$ cat config.mk
export PLATFORM = sky130hd
export DESIGN_NAME = m_unit_controller
export DESIGN_NICKNAME = d
export VERILOG_FILES = /design/src/rtl/m_unit_controller.sv
export SDC_FILE = /design/constraint.sdc
export NUM_CORES = 2
export LEC_CHECK = 0
export BUFFER_PORTS_ARGS = -buffer_cell sky130_fd_sc_hd__buf_2
export CAP_MARGIN = 30
export CORE_MARGIN = 2
export CORE_UTILIZATION = 40
export DETAILED_ROUTE_END_ITERATION = 8
export PLACE_DENSITY_LB_ADDON = 0.08
export SKIP_CTS_REPAIR_TIMING = 1
export SLEW_MARGIN = 0
export SYNTH_ARGS = -nofsm -noshare
export SYNTH_HDL_FRONTEND = slang
export SYNTH_SLANG_ARGS = --single-unit
$ cat constraint.sdc
create_clock -name clk -period 12.2 [get_ports clk]
set_clock_uncertainty 0.1 [all_clocks]
set_input_delay 1.22 -clock clk [delete_from_list [all_inputs] [get_ports clk]]
set_output_delay 1.22 -clock clk [all_outputs]
set_load 0.02 [all_outputs]
$ cat src/rtl/m_unit_controller.sv
// RV32M sequencer: multiply in MUL_CYCLES cycles, restoring divide one quotient bit per cycle.
// Holds m_unit_stall while busy, then pulses m_unit_ready for one cycle with result and destination.
module m_unit_controller #(
   parameter int MUL_CYCLES = 1
) (
   input  logic        clk,
   input  logic        rst,
   input  logic        m_unit_start,
   input  logic [2:0]  func3,
   input  logic [31:0] op1,
   input  logic [31:0] op2,
   input  logic [4:0]  rd,
   input  logic        flush,
   output logic [31:0] m_unit_result,
   output logic        m_unit_ready,
   output logic        m_unit_wr,
   output logic [4:0]  m_unit_dest,
   output logic        m_unit_stall
);
   typedef enum logic [1:0] {S_IDLE, S_MUL, S_DIV, S_DONE} state_t;

   localparam logic [4:0] MUL_LAST = 5'(MUL_CYCLES - 1);

   state_t      r_state, w_next;
   logic [4:0]  r_cnt, r_rd;
   logic [1:0]  r_func;
   logic [31:0] r_op1, r_op2, r_rem, r_quo, r_dvs, r_result;
   logic        r_neg_q, r_neg_r;

   logic        w_accept, w_sgn, w_dz, w_ovf;
   logic [31:0] w_abs1, w_abs2;
   logic        w_sa, w_sb;
   logic [63:0] w_a, w_b, w_prod;
   logic [31:0] w_mul_res;
   logic [32:0] w_shift, w_diff;
   logic        w_ge;
   logic [31:0] w_rem_n, w_quo_n, w_div_res;

   assign w_accept = (r_state == S_IDLE) && m_unit_start && !flush;
   assign w_sgn    = !func3[0];
   assign w_dz     = (op2 == 32'd0);
   assign w_ovf    = w_sgn && (op1 == 32'h8000_0000) && (op2 == 32'hFFFF_FFFF);
   assign w_abs1   = (w_sgn && op1[31]) ? -op1 : op1;
   assign w_abs2   = (w_sgn && op2[31]) ? -op2 : op2;

   // Low 64 bits of the 33x33 product: sign-extending to 64 and truncating is exact
   assign w_sa      = r_func[0] ^ r_func[1];
   assign w_sb      = (r_func == 2'b01);
   assign w_a       = {{32{w_sa & r_op1[31]}}, r_op1};
   assign w_b       = {{32{w_sb & r_op2[31]}}, r_op2};
   assign w_prod    = w_a * w_b;
   assign w_mul_res = (r_func == 2'b00) ? w_prod[31:0] : w_prod[63:32];

   // Partial remainder stays below the divisor, so bit 32 of the difference is the borrow
   assign w_shift   = {r_rem, r_quo[31]};
   assign w_diff    = w_shift - {1'b0, r_dvs};
   assign w_ge      = !w_diff[32];
   assign w_rem_n   = w_ge ? w_diff[31:0] : w_shift[31:0];
   assign w_quo_n   = {r_quo[30:0], w_ge};
   assign w_div_res = r_func[1] ? (r_neg_r ? -w_rem_n : w_rem_n)
                                : (r_neg_q ? -w_quo_n : w_quo_n);

   always_ff @(posedge clk) begin
      if (rst) r_state <= S_IDLE;
      else     r_state <= w_next;
   end

   always_comb begin
      w_next = r_state;
      case (r_state)
         S_IDLE: if (w_accept) begin
            if (!func3[2])          w_next = S_MUL;
            else if (w_dz || w_ovf) w_next = S_DONE;
            else                    w_next = S_DIV;
         end
         S_MUL:  if (r_cnt == MUL_LAST) w_next = S_DONE;
         S_DIV:  if (r_cnt == 5'd31)    w_next = S_DONE;
         S_DONE: w_next = S_IDLE;
         default: w_next = S_IDLE;
      endcase
   end

   always_ff @(posedge clk) begin
      if (rst) begin
         r_cnt    <= '0;
         r_rd     <= '0;
         r_func   <= '0;
         r_op1    <= '0;
         r_op2    <= '0;
         r_rem    <= '0;
         r_quo    <= '0;
         r_dvs    <= '0;
         r_result <= '0;
         r_neg_q  <= 1'b0;
         r_neg_r  <= 1'b0;
      end else begin
         case (r_state)
            S_IDLE: if (w_accept) begin
               r_func  <= func3[1:0];
               r_rd    <= rd;
               r_op1   <= op1;
               r_op2   <= op2;
               r_cnt   <= '0;
               r_rem   <= '0;
               r_quo   <= w_abs1;
               r_dvs   <= w_abs2;
               r_neg_q <= w_sgn && (op1[31] ^ op2[31]);
               r_neg_r <= w_sgn && op1[31];
               if (func3[2] && w_dz)       r_result <= func3[1] ? op1 : 32'hFFFF_FFFF;
               else if (func3[2] && w_ovf) r_result <= func3[1] ? 32'd0 : 32'h8000_0000;
            end
            S_MUL: begin
               r_cnt <= r_cnt + 5'd1;
               if (r_cnt == MUL_LAST) r_result <= w_mul_res;
            end
            S_DIV: begin
               r_cnt <= r_cnt + 5'd1;
               r_rem <= w_rem_n;
               r_quo <= w_quo_n;
               if (r_cnt == 5'd31) r_result <= w_div_res;
            end
            default: ;
         endcase
      end
   end

   always_comb begin
      m_unit_ready  = (r_state == S_DONE);
      m_unit_stall  = (r_state != S_IDLE);
      m_unit_result = m_unit_ready ? r_result : 32'd0;
      m_unit_dest   = m_unit_ready ? r_rd : 5'd0;
      m_unit_wr     = m_unit_ready && (r_rd != 5'd0);
   end
endmodule

**Word-level counts from Yosys, hierarchy flattened**

Cells that the tools add are included.

- Register bits after elaboration: 208
- Latch bits: 0
- Bits in writable memories: 0
- Memory bits (read-only): 0
- Input port bits: 76
- Logic and storage cells: 92
- Memories: 0

- Add/subtract/negate cells: 6
- Multipliers: 1
- Div/mod/pow operators: 0
- Magnitude comparators: 0
- Eq/ne operators: 11
- Shifts and indexed selects: 0
- Muxes and demuxes: 29
- Bitwise logic cells: 4
- Reduce and logical (&&, ||, !) cells: 29

Operator list:

| operator | number |
|---|---|
| $mux W32 | 17 |
| $neg A32 Y32 | 4 |
| $pmux W32 S2 | 2 |
| $pmux W32 S3 | 1 |
| $eq A32 B32 Y1 const B | 2 |
| $mul A33 B33 Y64 | 1 |
| $sub A33 B32 Y33 | 1 |
| $logic_not A32 Y1 | 1 |
| $logic_and A1 B1 Y1 | 10 |
| $mux W5 | 2 |
| $pmux W5 S2 | 1 |
| $mux W2 | 4 |
| $pmux W2 S4 | 1 |
| $ne A2 B2 Y1 const B | 3 |
| $reduce_and A2 Y1 | 3 |
| $reduce_bool A2 Y1 | 3 |
| $add A5 B1 Y5 const B | 1 |
| $eq A5 B5 Y1 const B | 1 |
| $logic_not A5 Y1 | 1 |
| $reduce_and A5 Y1 | 1 |
| $reduce_bool A5 Y1 | 1 |
| $eq A2 B1 Y1 const B | 2 |
| $eq A2 B2 Y1 const B | 2 |
| $logic_not A2 Y1 | 2 |
| 9 further kinds | 13 |

**Logic depth before layout (Yosys ltp)**

- Word-level depth: 8
- Depth in mapped cells: 35

**Worst setup path after synthesis**

OpenSTA, ideal clock, no wires.

- Path type: reg-to-reg
- From: reg r_func[1]
- To: reg r_result[31]
- Arrival time: 9.134 ns
- Data required time: 11.966 ns
- Setup slack: 2.832 ns
- Stages on the path, launching flop included: 36
- Path buffers: 3
- Period minus slack after synthesis: 9.368 ns
- Cell sequence: dfxtp_1 > clkbuf_1 > clkinv_1 > clkbuf_1 > ha_1 > and2_0 > clkbuf_1 > nand2_1 > inv_1 > fa_1 > inv_1 > fa_1 > inv_1 > fa_1 > fa_1 > inv_1 > fa_1 > inv_1 > fa_1 > inv_1 > fa_1 > fa_1 > inv_1 > ha_1 > a21o_1 > a21oi_1 > nor2_1 > nor2_1 > inv_1 > a221o_1 > a21oi_1 > nand2_1 > a311oi_1 > or4_1 > a41oi_1 > or4_1

- Longest elaborated chain between the ends: 6
- Elaborated cells between the ends (all ways): 11
- Those cells by class: mul: 1; eq/ne: 1; mux: 5; bitwise: 3; reduce/logical: 1

RTL lines:

| what | RTL line | source |
|---|---|---|
| from (decl) | 26 | `logic [1:0] r_func;` |
| from (signal assigned) | 99 | `r_func <= func3[1:0];` |
| $eq A2 B1 Y1 / $xor A1 B1 Y1 (equally long branches) | 48, 47 |  |
| $and A1 B1 Y1 (on tied branches) | 50, 49 |  |
| $mul A33 B33 Y64 | 51 | `assign w_prod = w_a * w_b;` |
| $mux W32 | 52 | `assign w_mul_res = (r_func == 2'b00) ? w_prod[31:0] : w_prod[63:32];` |
| $mux W32 | 114 | `if (r_cnt == MUL_LAST) r_result <= w_mul_res;` |
| $pmux W32 S3 * | 97 | `case (r_state)` |
| to (signal assigned) | 109 | `if (func3[2] && w_dz) r_result <= func3[1] ? op1 : 32'hFFFF_FFFF;` |
| to (signal assigned) | 114 |  |
| to (signal assigned) | 120 | `if (r_cnt == 5'd31) r_result <= w_div_res;` |
| to (decl) | 27 | `logic [31:0] r_op1, r_op2, r_rem, r_quo, r_dvs, r_result;` |

Every way passes the cells marked *; elsewhere a longest branch is shown, timed or not. The select of a mux whose other input is x is not followed.
A chain may end at the register's enable or synchronous reset.

**Worst setup path in the final report**

- From: reg r_func[1]
- To: reg r_result[30]

Same word-level chain as after synthesis.

==> flow_metrics.env <==
export IMPL_outcome="finished, final reports clean"
export IMPL_gp_congestion=0.9300
export IMPL_synth_edf_count=0
export IMPL_setup_viol=0
export IMPL_drt_vias_per_instance=5.279
export IMPL_arrival_ns=10.95
export IMPL_clkTransAtPathRegs_ns=0.07
export IMPL_pwr_share_seq=0.190
export IMPL_period_share=0.8673
export IMPL_synth_cells=6272
export IMPL_vdd_ir_drop_max_mv=0.1101
export IMPL_ios=116
export IMPL_antenna_found_initial=5
export IMPL_synth_flop_cell="dfxtp_1"
export IMPL_combinationalPowerShare=0.612
export IMPL_drv_cap=0
export IMPL_die_h_microns=365.6
export IMPL_row_count=132
export IMPL_seq_area_frac_synth=0.07925
export IMPL_finalSetupTns_ns=0
export IMPL_reg2reg_depth=29
export IMPL_crit_required_ns=12.57
export IMPL_grt_start_max_net_pins=95
export IMPL_power_density_nw_per_um2=84.07
export IMPL_core_sq_um=129600
export IMPL_drtIter0Drc=2520
export IMPL_portBuffers=115
export IMPL_grt_pass1_wl_mm=266.6
export IMPL_clock_power_share=0.197
export IMPL_clk_path_buf_depth=3
export IMPL_vias=41800
export IMPL_syn_area_sq_um=52290
export IMPL_worstSetupEndpointType="flip-flop"
export IMPL_worstHoldPathType="reg -> reg"
export IMPL_synth_cell_types=86
export IMPL_synth_seq_cells=207
export IMPL_instances_no_fill=7919
export IMPL_ys_warnings_count=0
export IMPL_routedWlPerCell_microns=21.52
export IMPL_cts_root_buf="clkbuf_16"
export IMPL_drv_slew=0
export IMPL_fin_util=0.4287
export IMPL_cts_buffers=29
export IMPL_drt_wl_total_mm=170.5
export IMPL_p_leak_nw=25.16
export IMPL_ant_nets=0
export IMPL_swShare=0.5300
export IMPL_tritoncts_num_sinks=207
export IMPL_worstMarginPinSlew_ns=1.025
export IMPL_worstSetupPathType="reg -> reg"
export IMPL_syn_avg_cell_area_sq_um=8.337
export IMPL_drive_above_1_share=0.05181
export IMPL_synthArstFlopShare=0
export IMPL_min_period_ns=10.58
export IMPL_die_w_microns=365.6
export IMPL_syn_to_final_growth_pct=6.295
export IMPL_cts_tree="done"
export IMPL_nFillCells=13440
export IMPL_dieArea_sq_um=133600
export IMPL_dr_pass1_iters=6
export IMPL_min_to="r_result[13]"
export IMPL_grt_usage=0.2613
export IMPL_clock_latency_ns=0.58
export IMPL_whs_ns=0.3447
export IMPL_placed_cells=7866
export IMPL_synth_nets=7733
export IMPL_slowest_delay_ns=0.86
export IMPL_hpwl_mm=138.4
export IMPL_drc=0
export IMPL_start_kind="flip-flop"
export IMPL_relSlewSlack=0.3144
export IMPL_path_max_fanout=19
export IMPL_r2r_slack_ns=1.62
export IMPL_start_util=0.4033
export IMPL_rsz0062_at_grt="no"
export IMPL_slowest_stage="and2_0"
export IMPL_grt_pass1_vias=43580
export IMPL_p_int_w=0.002196
export IMPL_p_sw_w=0.002477
export IMPL_reg2reg_from="r_func[1]"
export IMPL_overflow=0
export IMPL_htree_num_levels=1
export IMPL_cpMostUsedCell="fa_1"
export IMPL_hp_start="r_result[13]"
export IMPL_fin_nets=7617
export IMPL_max_freq_mhz=94.51
export IMPL_hold_violations=0
export IMPL_worstHoldPathCells=1
export IMPL_r2r_end="r_result[30]"
[routing by layer]
metal  vias up  global-route usage  share of wire  wire [microns]
met5         -                   0       0.000047               8
met4         2             0.06383          0.029            4915
met3       208             0.01527          0.037            6224
met2       943              0.4597           0.50           85730
met1     21820              0.3513           0.43           73580
li1      18840                   -              -               -
[power by group through the flow]
stage / Sequential [W] / Clock (W) / Combinational (W)
after floorplan: 0.000836 / 0 / 0.00182
after global placement: 0.000905 / 0 / 0.00282
after detailed placement: 0.000901 / 0 / 0.00284
after CTS: 0.000886 / 0.000935 / 0.00286
after global routing: 0.000897 / 0.000965 / 0.00312
final: 0.000889 / 0.000922 / 0.00286
[state kept, by name (all words and copies together) (netlist names)]
register	cells
r_neg_q	1
r_func	2
r_rd	5
r_rem	32
r_neg_r	1
r_state	2
r_quo	32
r_op2	32
r_op1	32
r_cnt	5
r_dvs	31
r_result	32
[cell usage in the layout (no fill, tap or decap), types with 48 or more instances in the layout]
cell	n
inv_1	1268
a21oi_1	292
a211oi_1	48
nand2_1	1087
ha_1	258
xnor2_1	122
o21ai_0	168
and2_1	321
xor2_1	71
buf_2	115
fa_1	1126
dfxtp_1	204
nor2_1	291
buf_4	103
[synthesized netlist by cell type (11+ instances only)]
cell type | number | area, sq um
o31ai_1 | 26 | 195.2
a31oi_1 | 27 | 168.9
o211ai_1 | 22 | 165.2
o21ai_1 | 13 | 65.06
mux2i_1 | 25 | 250.2
a22oi_1 | 22 | 165.2
and2_1 | 321 | 2008
fa_1 | 1126 | 22540
xor2_1 | 71 | 621.9
a221oi_1 | 18 | 157.7
o21a_1 | 13 | 97.59
o21bai_1 | 13 | 97.59
a21oi_1 | 293 | 1466
o41ai_1 | 12 | 105.1
nand4_1 | 23 | 143.9
and3_1 | 31 | 193.9
inv_1 | 1268 | 4760
dfxtp_1 | 207 | 4144
ha_1 | 259 | 3241
or2_2 | 18 | 112.6
nor4_1 | 20 | 125.1
nand2b_1 | 28 | 175.2
a21o_1 | 45 | 337.8
a311oi_1 | 11 | 96.34
nor2b_1 | 17 | 106.4
nor2_1 | 293 | 1100
or4_1 | 17 | 127.6
nor3_1 | 46 | 230.2
nand2_1 | 1087 | 4080
clkbuf_1 | 351 | 1318
o21ai_0 | 168 | 840.8
nand3_1 | 33 | 165.2
a211oi_1 | 48 | 360.4
or3_1 | 25 | 156.4
xnor2_1 | 122 | 1069
[stage by stage]
stage          worst slack, ns  instance area [sq um]  power [W]
2_1_floorplan            2.832                  52290   0.002659
3_3_place_gp             1.886                  54440   0.003726
3_5_place_dp             1.690                  54530   0.003738
4_1_cts                  1.665                  55550   0.004679
5_1_grt                 0.9753                  55580   0.004985
6_report                 1.619                  55580   0.004673
[kinds of logic after synthesis]
kind of cell	share of synthesized area
adders and majority gates	0.4930
xor gates and xnor gates	0.03233
DFF	0.07925
AOI/OAI and AO/OA	0.09832
and+or+nand+nor	0.1732
buffers and inverters	0.1184
muxes	0.005431
[worst max-delay path, delay by kind of cell (launching register included)]
| family | cells | cell delay [ns] |
|---|---|---|
| buf+inv | 6 | 0.89 |
| flops | 1 | 0.33 |
| fa+ha+maj | 10 | 5.21 |
| compound gates | 7 | 2.11 |
| simple gates | 6 | 1.83 |
[worst max path at each step]
stage / from / endpoint / slack [ns] / cells past startpoint
global route: r_func[1] / r_result[30] / 0.98 / 29
floorplan: r_func[1] / r_result[31] / 2.83 / 35
CTS: r_func[1] / r_result[30] / 1.67 / 29
finish: r_func[1] / r_result[30] / 1.62 / 29
detailed placement: r_func[1] / r_result[30] / 1.69 / 29
global placement: r_func[1] / r_result[30] / 1.89 / 29
[layout make-up]
class                      count  area [sq um]  area share
antenna                        1         2.502  0.00004502
sequential                   207          4148     0.07462
tap                         1742          2180     0.03921
multi-input combinational   4423         41980      0.7553
inverter                    1272          4777     0.08594
timing repair buffer         223          1470     0.02645
clock buffer                  37         825.8     0.01486
clock inverter                14         197.7    0.003557
(Power assumes the default switching activity.)
